==> src/rtl/seq_chunk_adder.sv <==
// rtl/seq_chunk_adder.sv - multi-cycle chunked adder/subtractor with valid/ready handshakes
module seq_chunk_adder #(
  parameter int WIDTH = 16,
  parameter int CHUNK = 4
) (
  input  logic             clk,
  input  logic             rst_n,
  input  logic             inValid,
  output logic             inReady,
  input  logic [WIDTH-1:0] operandA,
  input  logic [WIDTH-1:0] operandB,
  input  logic             Cin,
  input  logic             subMode,
  output logic             outValid,
  input  logic             outReady,
  output logic [WIDTH-1:0] mySum,
  output logic             Cout,
  output logic             overflow
);

  localparam int NCHUNK = WIDTH / CHUNK;
  localparam int IDX_W  = (NCHUNK > 1) ? $clog2(NCHUNK) : 1;
  localparam logic [IDX_W-1:0] LAST_IDX = IDX_W'(NCHUNK - 1);

  typedef enum logic [1:0] {S_IDLE, S_ADD, S_DONE} state_t;

  state_t           state_q, state_d;
  logic [WIDTH-1:0] a_q, a_d;
  logic [WIDTH-1:0] bx_q, bx_d;
  logic [WIDTH-1:0] acc_q, acc_d;
  logic             carry_q, carry_d;
  logic [IDX_W-1:0] idx_q, idx_d;
  logic [WIDTH-1:0] sum_q, sum_d;
  logic             cout_q, cout_d;
  logic             ovf_q, ovf_d;

  int               base;
  logic [CHUNK:0]   chunk_res;
  logic [WIDTH-1:0] acc_full;

  // Next-state: accept operands, add one chunk per cycle, hold the result until taken
  always_comb begin
    state_d   = state_q;
    a_d       = a_q;
    bx_d      = bx_q;
    acc_d     = acc_q;
    carry_d   = carry_q;
    idx_d     = idx_q;
    sum_d     = sum_q;
    cout_d    = cout_q;
    ovf_d     = ovf_q;
    base      = int'(idx_q) * CHUNK;
    chunk_res = {1'b0, a_q[base +: CHUNK]} + {1'b0, bx_q[base +: CHUNK]}
              + {{CHUNK{1'b0}}, carry_q};
    acc_full  = acc_q;
    acc_full[base +: CHUNK] = chunk_res[CHUNK-1:0];

    case (state_q)
      S_IDLE: begin
        if (inValid) begin
          // Subtraction is A + ~B + ~Cin, so invert B and the borrow-in up front
          a_d     = operandA;
          bx_d    = subMode ? ~operandB : operandB;
          carry_d = subMode ^ Cin;
          idx_d   = '0;
          state_d = S_ADD;
        end
      end
      S_ADD: begin
        acc_d   = acc_full;
        carry_d = chunk_res[CHUNK];
        if (idx_q == LAST_IDX) begin
          sum_d   = acc_full;
          cout_d  = chunk_res[CHUNK];
          ovf_d   = (a_q[WIDTH-1] == bx_q[WIDTH-1]) && (acc_full[WIDTH-1] != a_q[WIDTH-1]);
          state_d = S_DONE;
        end else begin
          idx_d = idx_q + IDX_W'(1);
        end
      end
      S_DONE: begin
        if (outReady) begin
          state_d = S_IDLE;
        end
      end
      default: state_d = S_IDLE;
    endcase
  end

  // State and datapath registers; reset aborts any operation in flight
  always_ff @(posedge clk) begin
    if (!rst_n) begin
      state_q <= S_IDLE;
      a_q     <= '0;
      bx_q    <= '0;
      acc_q   <= '0;
      carry_q <= 1'b0;
      idx_q   <= '0;
      sum_q   <= '0;
      cout_q  <= 1'b0;
      ovf_q   <= 1'b0;
    end else begin
      state_q <= state_d;
      a_q     <= a_d;
      bx_q    <= bx_d;
      acc_q   <= acc_d;
      carry_q <= carry_d;
      idx_q   <= idx_d;
      sum_q   <= sum_d;
      cout_q  <= cout_d;
      ovf_q   <= ovf_d;
    end
  end

  assign inReady  = (state_q == S_IDLE);
  assign outValid = (state_q == S_DONE);
  assign mySum    = sum_q;
  assign Cout     = cout_q;
  assign overflow = ovf_q;

endmodule

==> config.mk <==
export PLATFORM = sky130hd
export DESIGN_NAME = seq_chunk_adder
export DESIGN_NICKNAME = d
export VERILOG_FILES = /design/src/rtl/seq_chunk_adder.sv
export SDC_FILE = /design/constraint.sdc
export NUM_CORES = 1
export LEC_CHECK = 0
export ABC_AREA = 1
export BUFFER_PORTS_ARGS = -buffer_cell sky130_fd_sc_hd__buf_4
export CAP_MARGIN = 5
export CORE_MARGIN = 4
export CORE_UTILIZATION = 40
export DETAILED_ROUTE_END_ITERATION = 10
export GPL_TIMING_DRIVEN = 0
export PLACE_DENSITY_LB_ADDON = 0.08
export SLEW_MARGIN = 20
export SYNTH_ARGS = -nofsm -noshare
export SYNTH_HDL_FRONTEND = slang
export SYNTH_SLANG_ARGS = --single-unit
==> constraint.sdc <==
create_clock -name clk -period 5.1 [get_ports clk]
set_clock_uncertainty 0.05 [all_clocks]
set_input_delay 0.765 -clock clk [delete_from_list [all_inputs] [get_ports clk]]
set_output_delay 0.765 -clock clk [all_outputs]
set_load 0.01 [all_outputs]
==> impl_metrics.json <==
{
  "post-route-period-util_pct": 60.2,
  "drcViolationCount": 0,
  "period_needed_ns": 3.07,
  "layout.nets": 568,
  "synth.most_common_cell": "dfxtp_1",
  "multi_input_area_sq_mm": 0.00170,
  "tns_ns": 0,
  "grt-ovfl-total": 0,
  "drtAntennaViolNets": 0,
  "synth_top_area_cell": "dfxtp_1",
  "rsz0062_at_grt": "false",
  "p_leak_nw": 2.01,
  "postCtsSetupBuffers": 0,
  "n_fill_cell": 934,
  "worst_ep_arrival_time_ns": 3.32,
  "ir_worst_vdd_mv": 0.107,
  "worstPathRequired_ns": 5.35,
  "core_sq_mm": 0.00868,
  "ys_seq_elements": 71,
  "grt_pass1_vias": 2912,
  "synth_top_cell_area_share_pct": 39.9,
  "num_vias": 3081,
  "grt_max_degree": 14,
  "setup_viol": 0,
  "cts-buffers-inserted": 9,
  "status": "finished clean",
  "drive_gt1_share_pct": 23.3,
  "fmax_ghz": 0.326,
  "clk_path_buf_depth": 2,
  "netlist_top_cells_count": "71 x dfxtp_1, 70 x nor2_1, 66 x inv_1",
  "synth-seq-area-share_pct": 39.9,
  "seq_area_sq_mm": 0.00142,
  "clk_pin_slew_ns": 0.08,
  "hold_class": "reg -> reg",
  "wl_per_cell_microns": 13.6,
  "max-cap-violations": 0,
  "antenna_found_initial": 0,
  "hold_violations": 0,
  "syn_nets": 501,
  "wirelength_mm": 8.62,
  "synth_flop_cell": "dfxtp_1",
  "post-route-util_pct": 49.8,
  "ys_types": 38,
  "path_class": "reg -> reg",
  "htreeDepth": 3,
  "worst_slew_pin_slew_ns": 0.733,
  "clockRootBuffer": "clkbuf_8",
  "syn_area_sq_mm": 0.00357,
  "power-per-cell-area_mw_per_mm2": 310,
  "io_buffers": 56,
  "ys_top_cells_by_area": "dfxtp_1 40%, o21ai_0 8.1%, nor2_1 7.4%",
  "setup_ws_ns": 2.03,
  "rows": 34,
  "die_w_microns": 102,
  "ys_async_sr_fraction_pct": 0,
  "ys.warnings.count": 0,
  "clock_latency_ns": 0.35,
  "maxSlewHeadroom_pct": 51.2,
  "firstDrtPassIters": 4,
  "viasPerCell": 4.88,
  "hpwlAfterDp_mm": 6.39,
  "clock-sinks": 71,
  "ctsResizeCount": 0,
  "cts_tree": "done",
  "initial_core_util_pct": 41.1,
  "track_usage_pct": 17.4,
  "io_pins": 58,
  "slew_viol_final": 0,
  "grt_first_pass_wirelength_mm": 14.1,
  "drtIter0Drc": 68,
  "die_h_microns": 102,
  "pre_cts_slack_ns": 1.97,
  "syn_area_per_cell_sq_um": 7.89,
  "dieArea_sq_mm": 0.0105,
  "globalplace.congestion": 0.859,
  "synthCells": 452,
  "diodes": 0,
  "cts_hold_buf": 0,
  "area_growth_pct": 21.1,
  "critPathLaunchType": "flop",
  "synth_edf_count": 0,
  "worstPathMaxFanout": 12,
  "endpoint_kind": "flop"
}
## report_power, final
| part | leakage, nW | total (mW) | switching [mW] | internal [mW] |
|---|---|---|---|---|
| logic | 1.33 | 0.276 | 0.167 | 0.110 |
| registers | 0.583 | 0.610 | 0.0191 | 0.591 |
| clock network | 0.0956 | 0.452 | 0.226 | 0.226 |
## layer usage
layer / share of wire [%] / GRT usage, % / vias to the layer above
li1: - / - / 1610
met1: 45 / 21.8 / 1387
met2: 49 / 29.9 / 70
met3: 4.3 / 2.80 / 14
met4: 1.6 / 6.36 / 0
met5: 0 / 0 / -
## critical path, cell delays in order, from the launching register on
cell and delay, ns:
dfxtp_1 0.43, inv_1 0.12, clkbuf_1 0.43, o21ai_0 0.17, o22ai_1 0.23, fa_1 0.27, inv_1 0.07, fa_1 0.39
xor2_1 0.20, nor2_1 0.15, nand2_1 0.10, o22ai_1 0.22, o21ai_0 0.13, inv_1 0.06
## metrics by stage
| step | instance area, sq um | hold WS, ns | total power, mW | std cells |
|---|---|---|---|---|
| final | 4320 | 0.413 | 1.34 | 632 |
| after global routing | 4320 | 0.451 | 1.41 | 632 |
| after CTS | 4320 | 0.413 | 1.35 | 632 |
| after detailed placement | 4120 | 0.405 | 0.900 | 616 |
| after global placement | 4120 | 0.391 | 0.895 | 616 |
| after floorplan | 3570 | 0.380 | 0.812 | 452 |
## logic make-up (layout without fill, tap and decap cells)
family / after synthesis / count (layout) / synth area share, %
compound gates: 146 / 146 / 26.6
simple gates: 107 / 107 / 12.4
fa+ha+maj: 11 / 11 / 4.28
xor+xnor: 18 / 18 / 4.42
flops: 71 / 71 / 39.9
buf+inv: 99 / 171 / 12.5
## state kept, by name, summed over array words and instances (netlist names)
register / cells
state_q: 2
Cout: 1
overflow: 1
a_q: 16
idx_q: 2
carry_q: 1
mySum: 16
acc_q: 16
bx_q: 16
## cell usage in the layout, fill, tap and decap left out, types with 5 or more instances in the layout
cell type | netlist | routed
inv_1 | 66 | 66
a211oi_2 | 14 | 14
nand3_1 | 8 | 8
clkbuf_8 | 0 | 9
o21ai_0 | 58 | 58
o21ai_2 | 9 | 9
buf_4 | 2 | 58
nand2_1 | 21 | 21
buf_2 | 8 | 8
o21bai_1 | 10 | 10
ha_1 | 9 | 9
dfxtp_1 | 71 | 71
o22ai_1 | 15 | 15
nor2_1 | 70 | 70
o21a_1 | 5 | 5
clkbuf_1 | 8 | 8
a21oi_1 | 25 | 25
xnor2_1 | 16 | 16
## layout make-up
class	count	share of cell area, %
inverters	72	6.32
clock buffers	9	2.87
plain buffers	27	3.97
well taps	108	3.13
clock inverters	7	1.68
repair buffers	56	9.74
flip-flops and latches	71	32.9
multi-input cells	282	39.4
## path summary, 6_finish.rpt
kind	startpoint	to	slack (ns)	cells after the start
worst max-delay path	idx_q[1]	acc_q[14]	2.03	13
worst max register to register	idx_q[1]	acc_q[14]	2.03	13
worst min-delay path	bx_q[1]	bx_q[1]	0.41	2
worst min register to register	bx_q[1]	bx_q[1]	0.41	2
Note: power is estimated with default switching activity, not from simulation.
